<file path="config.mk">
export PLATFORM = sky130hd
export DESIGN_NAME = seg7_scan
export DESIGN_NICKNAME = d
export VERILOG_FILES = /design/src/rtl/seg7_scan.sv
export SDC_FILE = /design/constraint.sdc
export NUM_CORES = 1
export LEC_CHECK = 0
export BUFFER_PORTS_ARGS = -buffer_cell sky130_fd_sc_hd__buf_2
export CELL_PAD_IN_SITES_DETAIL_PLACEMENT = 1
export CELL_PAD_IN_SITES_GLOBAL_PLACEMENT = 1
export CORE_UTILIZATION = 44
export CTS_CLUSTER_DIAMETER = 100
export DETAILED_ROUTE_END_ITERATION = 10
export GPL_ROUTABILITY_DRIVEN = 1
export PLACE_DENSITY = 0.83
export SETUP_SLACK_MARGIN = 0.3
export SKIP_LAST_GASP = 1
export SYNTH_ARGS = -nofsm -noshare
export SYNTH_HDL_FRONTEND = slang
export SYNTH_SLANG_ARGS = --single-unit
</file>
<file path="constraint.sdc">
create_clock -name clock -period 2.3 [get_ports clock]
set_input_delay 0.115 -clock clock [delete_from_list [all_inputs] [get_ports clock]]
set_output_delay 0.115 -clock clock [all_outputs]
set_load 0.02 [all_outputs]
</file>
<file path="src/rtl/seg7_scan.sv">
// rtl/seg7_scan.sv - 4-digit common-anode seven-segment scanner with blanking and decimal points
module seg7_scan #(
  parameter int DIV   = 50000,
  parameter int GUARD = 2
) (
  input  logic        clock,
  input  logic        reset,
  input  logic        enable,
  input  logic [15:0] value,
  input  logic        load,
  input  logic        blank_lz,
  input  logic [3:0]  dp_mask,
  output logic [3:0]  an,
  output logic [6:0]  seg,
  output logic        dp
);

  localparam int              PW      = (DIV > 1) ? $clog2(DIV) : 1;
  localparam logic [PW-1:0]   P_LAST  = PW'(DIV - 1);
  localparam logic [PW-1:0]   P_GUARD = PW'(GUARD);

  logic [15:0]   r_disp;
  logic [PW-1:0] r_presc;
  logic [1:0]    r_idx;
  logic [3:0]    r_an;
  logic [6:0]    r_seg;
  logic          r_dp;

  logic [3:0]    w_nib;
  logic [3:0]    w_zero_up;
  logic          w_lz_blank;
  logic          w_dark;
  logic [3:0]    w_an;
  logic [6:0]    w_seg;
  logic          w_dp;

  // Active-low hex glyph; bit 0 is segment a, bit 6 is segment g.
  function automatic logic [6:0] hex_glyph(input logic [3:0] n);
    logic [6:0] g;
    case (n)
      4'h0: g = 7'h40;
      4'h1: g = 7'h79;
      4'h2: g = 7'h24;
      4'h3: g = 7'h30;
      4'h4: g = 7'h19;
      4'h5: g = 7'h12;
      4'h6: g = 7'h02;
      4'h7: g = 7'h78;
      4'h8: g = 7'h00;
      4'h9: g = 7'h10;
      4'hA: g = 7'h08;
      4'hB: g = 7'h03;
      4'hC: g = 7'h46;
      4'hD: g = 7'h21;
      4'hE: g = 7'h06;
      default: g = 7'h0E;
    endcase
    return g;
  endfunction

  // Capture the display word; loading works even while scanning is paused.
  always_ff @(posedge clock or posedge reset) begin
    if (reset) begin
      r_disp <= 16'h0000;
    end else if (load) begin
      r_disp <= value;
    end
  end

  // Slot prescaler and digit index; both freeze while enable is low.
  always_ff @(posedge clock or posedge reset) begin
    if (reset) begin
      r_presc <= '0;
      r_idx   <= 2'd0;
    end else if (enable) begin
      if (r_presc == P_LAST) begin
        r_presc <= '0;
        r_idx   <= r_idx + 2'd1;
      end else begin
        r_presc <= r_presc + 1'b1;
      end
    end
  end

  // Select the nibble for the digit currently being scanned.
  always_comb begin
    w_nib = 4'h0;
    case (r_idx)
      2'd0: w_nib = r_disp[3:0];
      2'd1: w_nib = r_disp[7:4];
      2'd2: w_nib = r_disp[11:8];
      default: w_nib = r_disp[15:12];
    endcase
  end

  // w_zero_up[i] is set when nibbles i..3 are all zero; digit 0 never blanks.
  always_comb begin
    w_zero_up    = 4'b0000;
    w_zero_up[3] = (r_disp[15:12] == 4'h0);
    w_zero_up[2] = (r_disp[11:8] == 4'h0) && w_zero_up[3];
    w_zero_up[1] = (r_disp[7:4] == 4'h0) && w_zero_up[2];
    w_zero_up[0] = 1'b0;
    w_lz_blank   = blank_lz && w_zero_up[r_idx];
  end

  // Next output values: dark during guard, pause or leading-zero blanking.
  always_comb begin
    w_dark = !enable || (r_presc < P_GUARD) || w_lz_blank;
    w_an   = 4'b1111;
    w_seg  = 7'h7F;
    w_dp   = 1'b1;
    if (!w_dark) begin
      w_an  = ~(4'b0001 << r_idx);
      w_seg = hex_glyph(w_nib);
      w_dp  = ~dp_mask[r_idx];
    end
  end

  // Register the pin drivers so the display sees glitch-free levels.
  always_ff @(posedge clock or posedge reset) begin
    if (reset) begin
      r_an  <= 4'b1111;
      r_seg <= 7'h7F;
      r_dp  <= 1'b1;
    end else begin
      r_an  <= w_an;
      r_seg <= w_seg;
      r_dp  <= w_dp;
    end
  end

  assign an  = r_an;
  assign seg = r_seg;
  assign dp  = r_dp;

endmodule

</file>
# Word level (Yosys, flattened, before mapping)

Memory sizes are Yosys's and may differ from the RTL's.
Cells that the tools add are included.

Flip-flop bits (word level): 46
Latch bits: 0
Bits in writable memories: 0
ROM bits: 112
Input port bits: 25
Output and inout bits: 12
Word-level logic and storage cells: 37
Memories kept: 1

Memory list:

| memory           | words | width | rd ports | clocked after Yosys merged registers in | wr ports | RTL line | source |
|---|---|---|---|---|---|---|---|
| (name not given) | 16    | 7     | 1        | 0                                       | 0        | 40       | `case (n)` |

$add $sub $neg: 2
Multipliers: 0
Divide/modulo/power cells: 0
Magnitude comparators: 2
Equality and inequality tests: 3
Shift-type cells: 1
Multiplexer cells: 9
Bitwise operators: 2
Reductions and logical operators: 11

Operators by type and width:

| kind                                                         | count |
|---|---|
| adder 16 x 1 -> 16 bit (second input constant)               | 1 |
| == test 16 bit (second input constant)                       | 1 |
| less-than comparator 16 x 2 -> 1 bit (second input constant) | 1 |
| 2-to-1 mux 16 bit                                            | 1 |
| zero test 4 bit                                              | 3 |
| one-hot mux 4 bit (3 select lines)                           | 1 |
| 2-to-1 mux 7 bit                                             | 1 |
| binary-select mux 1 bit (select 2 bit)                       | 2 |
| 2-to-1 mux 4 bit                                             | 1 |
| inverter 4 bit                                               | 1 |
| << shifter 1 x 2 -> 4 bit (first input constant)             | 1 |
| logical AND 1 bit                                            | 3 |
| less-than comparator 2 x 3 -> 1 bit (second input constant)  | 1 |
| 2-to-1 mux 1 bit                                             | 3 |
| adder 2 x 1 -> 2 bit (second input constant)                 | 1 |
| == test 2 x 1 -> 1 bit (second input constant)               | 1 |
| == test 2 bit (second input constant)                        | 1 |
| zero test 2 bit                                              | 1 |
| logical OR 1 bit                                             | 2 |
| AND reduction 2 bit                                          | 1 |
| zero test 1 bit                                              | 1 |
| inverter 1 bit                                               | 1 |

# Logic depth before layout (Yosys ltp)

Depth in word-level cells: 8
Mapped depth: 9
Gate-level depth less buffers: 9

# Worst setup path before layout

No wires, ideal clock.

Path type: register -> register
From: register r_idx[1]
To: register r_seg[1] (netlist: seg[1])
Setup time: 0.090 ns
Arrival: 2.043 ns
Data required time: 2.210 ns
Setup slack: 0.168 ns
Cell stages (with the launch flop): 9
Path buffers: 1
Period minus slack after synthesis: 2.132 ns
Path through: dfrtp_1 > ha_1 > clkbuf_1 > mux2i_1 > inv_1 > ha_1 > nand2_1 > a21boi_0 > o211ai_1

Word-level cells in the longest chain between the ends: 5
Elaborated cells on any way between the ends: 10
Classes of those cells: 2 x eq/ne; 4 x mux; 3 x reduce/logical; 1 x memory

Ends and longest elaborated chain:

| element                                                                     | RTL line | source |
|---|---|---|
| from (decl)                                                                 | 24       | `logic [1:0] r_idx;` |
| from (signal assigned)                                                      | 78       | `r_idx <= r_idx + 2'd1;` |
| parallel branches: the longest is 4 deep, another holds memory (16 x 7 bit) | --       |  |
| 2-to-1 mux 7 bit (*)                                                        | 112      | `if (!w_dark) begin` |
| net w_seg[1]                                                                | 34       | `logic [6:0] w_seg;` |
| to (signal assigned)                                                        | 127      | `r_seg <= w_seg;` |
| to (decl)                                                                   | 26       | `logic [6:0] r_seg;` |

Mark *: on every way through the listed nets, which the timed path passes. The select of a mux whose other input is x is not followed.
A chain may end at the register's enable or synchronous reset.

# Worst setup path in the final report

From: register r_idx[0]
To: register r_seg[3] (netlist: seg[3])

The elaborated chain is that of the path after synthesis.

==> impl_metrics.json <==
{
  "status": "complete, no violations",
  "cts_root_buffer": "clkbuf_8",
  "setup_total_neg_slack_ns": 0,
  "place.detailed.hpwl_mm": 3.76,
  "hold_viol": 0,
  "worst_setup_hold_path_clk_slew_ns": 0.08,
  "combPwrFrac": 0.199,
  "final-max-slew-violation-count": 0,
  "placeableCoreArea_sq_um": 4850,
  "p_int_uw": 1290,
  "vdd.ir_drop.worst_v": 0.000410,
  "clk-insertion-delay-late_ns": 0.29,
  "floorplan.rows": 25,
  "area.sequential_sq_um": 1170,
  "nets": 295,
  "pin_count": 37,
  "synth_flop_cell": "dfrtp_1",
  "finClkSkew_ns": 0.00220,
  "yosys_register_bits": 46,
  "routed_via_density": 5.57,
  "timing.critical_path.fanout_max": 5,
  "globalRouteOverflowTotal": 0,
  "ctsHtreeMaxLevel": 2,
  "drive_gt1_frac": 0.398,
  "pre_cts_ws_ns": 0.0250,
  "critical_path.startpoint_type": "register",
  "fp.dieH_um": 73.7,
  "post_syn_area_sq_um": 2260,
  "dieArea_sq_um": 5430,
  "number_of_global_route_vias_before_repair": 1780,
  "diodes": 0,
  "initial_utilization": 0.466,
  "crit_path_end_kind": "register",
  "cp_data_arrival_time_ns": 2.24,
  "postSynth.asyncResetShare": 1.00,
  "clock_tree_from_tritoncts": "yes",
  "min-delay-path-class": "input pin to register",
  "multiInputGateArea_sq_um": 1110,
  "r2r.worst_path.cells": 9,
  "clock-sinks": 46,
  "synthDominantCellAreaShare": 0.376,
  "wirelength_mm": 5.71,
  "grt_max_degree": 32,
  "tritoncts.num_buffers": 5,
  "slew-limit-headroom": 0.277,
  "areaGrowthSynthToFinish_pct": 23.2,
  "grt_setup_unrepaired": "yes",
  "synth_enable_flop_cells": 0,
  "grt_pass1_wl_mm": 8.58,
  "drt_first_iter_violations": 135,
  "syn_inst": 206,
  "power.leakage_uw": 0.00122,
  "die-width_um": 73.7,
  "io_buffer_count": 36,
  "fin_crit_sh": 0.894,
  "maxCapViolations": 0,
  "remaining_drc_errors": 0,
  "max_slew.worst_pin.slew_ns": 1.08,
  "syn_avg_cell_area_sq_um": 11.0,
  "drt_first_pass_iters": 4,
  "setup_viol_count_final": 0,
  "net-switching-power_uw": 562,
  "hold-path-cell-count": 3,
  "finalCoreUtilization": 0.575,
  "setup_ws_ns": 0.244,
  "initial_antenna_violation_count": 0,
  "clock_power_share": 0.246,
  "cp.required_ns": 2.49,
  "synth.distinct_cells": 35,
  "antenna_violating_nets_post_route": 0,
  "synth.yosys.warnings": 0,
  "replace_congestion": 0.856,
  "switching_share_of_power": 0.303,
  "synth_area_leaders": "dfrtp_1, dfstp_2, mux2_2, ha_1, nand2_1",
  "period_minus_slack_ns": 2.06,
  "post_drt_wl_per_cell_um": 17.5,
  "syn-num-nets": 242,
  "pwr_density_cell_nw_per_um2": 666,
  "n_fill_cell": 532,
  "routed-via-count": 1817,
  "fmax_mhz": 486,
  "power.sequential.fraction": 0.555,
  "synth_seq_area_share": 0.516,
  "critPathKind": "register to register",
  "cts_buffer_depth": 2,
  "track_usage": 0.212,
  "synthDominantAreaCellType": "dfrtp_1"
}
==> placed cells by master, fill, tap and decap left out, types with 2 or more instances in the layout <==
| cell | Yosys | final |
|---|---|---|
| xnor2_1 | 9 | 9 |
| nand3_1 | 5 | 5 |
| nand2_1 | 25 | 25 |
| nor2_1 | 16 | 16 |
| nor4_2 | 1 | 3 |
| inv_1 | 12 | 9 |
| mux2i_2 | 0 | 3 |
| dfrtp_1 | 34 | 32 |
| a21oi_1 | 5 | 5 |
| xor2_1 | 5 | 5 |
| and3_1 | 2 | 2 |
| buf_2 | 1 | 36 |
| mux2_2 | 13 | 13 |
| ha_1 | 11 | 5 |
| clkbuf_8 | 0 | 5 |
| dfstp_2 | 12 | 12 |
| and4_1 | 2 | 2 |
| nor4_1 | 6 | 4 |
| o311ai_1 | 1 | 2 |
| mux2i_1 | 5 | 2 |
| nor3_1 | 6 | 6 |
| o21ai_0 | 9 | 9 |
| a222oi_1 | 4 | 4 |
| buf_4 | 2 | 15 |
| o211ai_1 | 2 | 2 |
| dfrtp_2 | 0 | 2 |
| o221ai_1 | 2 | 2 |
| nand4_1 | 4 | 4 |
| ha_4 | 0 | 4 |
| clkinv_1 | 0 | 2 |
| ha_2 | 0 | 2 |
==> power groups by stage <==
stage	sequential, uW	clock [uW]	combinational [uW]
2_1_floorplan	1040	0	223
3_3_place_gp	1030	0	318
3_5_place_dp	1040	0	335
4_1_cts	1020	468	347
5_1_grt	1050	495	403
6_report	1030	456	369
==> layer usage <==
layer	GRT usage	wire [um]	vias up
li1	-	-	827
met1	0.281	2620	926
met3	0.0439	229	10
met4	0.0791	94	0
met2	0.343	2760	54
met5	0	0	-
==> Yosys cell counts (2+ instances only) <==
master and number:
a21oi_1 5, a222oi_1 4, and3_1 2, and4_1 2, buf_4 2, clkbuf_1 3
dfrtp_1 34, dfstp_2 12, ha_1 11, inv_1 12, mux2_2 13, mux2i_1 5
nand2_1 25, nand3_1 5, nand4_1 4, nor2_1 16, nor3_1 6, nor4_1 6
o211ai_1 2, o21ai_0 9, o221ai_1 2, xnor2_1 9, xor2_1 5
==> what timing repair did <==
action / 4_1_cts / 5_1_grt
hold buffers: 1 / 0
endpoints found under the setup margin: 7 / 12
resized for setup: 9 / 12
setup buffers: 6 / 5
endpoints found under the hold margin: 18 / 0
pin swaps: 2 / 5
==> final cells by class <==
type,instances,area share
Clock buffer,6,0.0260
Clock inverter,1,0.00135
Inverter,12,0.0171
Multi-Input combinational cell,142,0.397
Sequential cell,46,0.419
Tap cell,67,0.0301
Timing Repair Buffer,52,0.109
==> logic make-up (layout without fill, tap and decap cells) <==
| family | after synthesis | in the layout | synth area share |
|---|---|---|---|
| AND/OR/NAND/NOR | 70 | 70 | 0.152 |
| flip-flops | 46 | 46 | 0.516 |
| AO/OA/AOI/OAI | 27 | 27 | 0.0802 |
| multiplexers | 20 | 20 | 0.103 |
| buffers and inverters | 18 | 71 | 0.0338 |
| XOR/XNOR | 14 | 14 | 0.0542 |
| adder cells (fa/ha/maj) | 11 | 11 | 0.0609 |
==> through the flow <==
stage	hold slack, ns	std cells	power, uW	cell area [sq um]
global placement	0.288	307	1350	2530
CTS	0.0371	321	1840	2690
detailed placement	0.298	307	1370	2530
floorplan	0.236	206	1260	2270
global route	0.0521	326	1940	2790
finish	0.0400	326	1860	2790
==> registers in the layout, indices dropped and copies added (netlist names) <==
register  flops
r_disp       16
r_idx         2
r_presc      16
an            4
dp            1
seg           7
==> final timing paths <==
check / from / endpoint / slack (ns)
max: r_idx[0] / seg[3] / 0.24
max reg2reg: r_idx[0] / seg[3] / 0.24
min reg2reg: r_presc[10] / r_presc[10] / 0.50
max in group asynchronous: reset / r_disp[3] / 1.08
min: value[15] / r_disp[15] / 0.04
min in group asynchronous: reset / r_presc[10] / 0.52
==> worst max-delay path: stages, from the launching register on <==
cell and delay (ns):
dfrtp_2 0.44, buf_4 0.15, ha_4 0.17, a222oi_1 0.32
mux2i_2 0.16, inv_1 0.12, buf_4 0.12, ha_4 0.11
nor2_1 0.04, o311ai_1 0.30
Power figures use the tool's default switching activity.
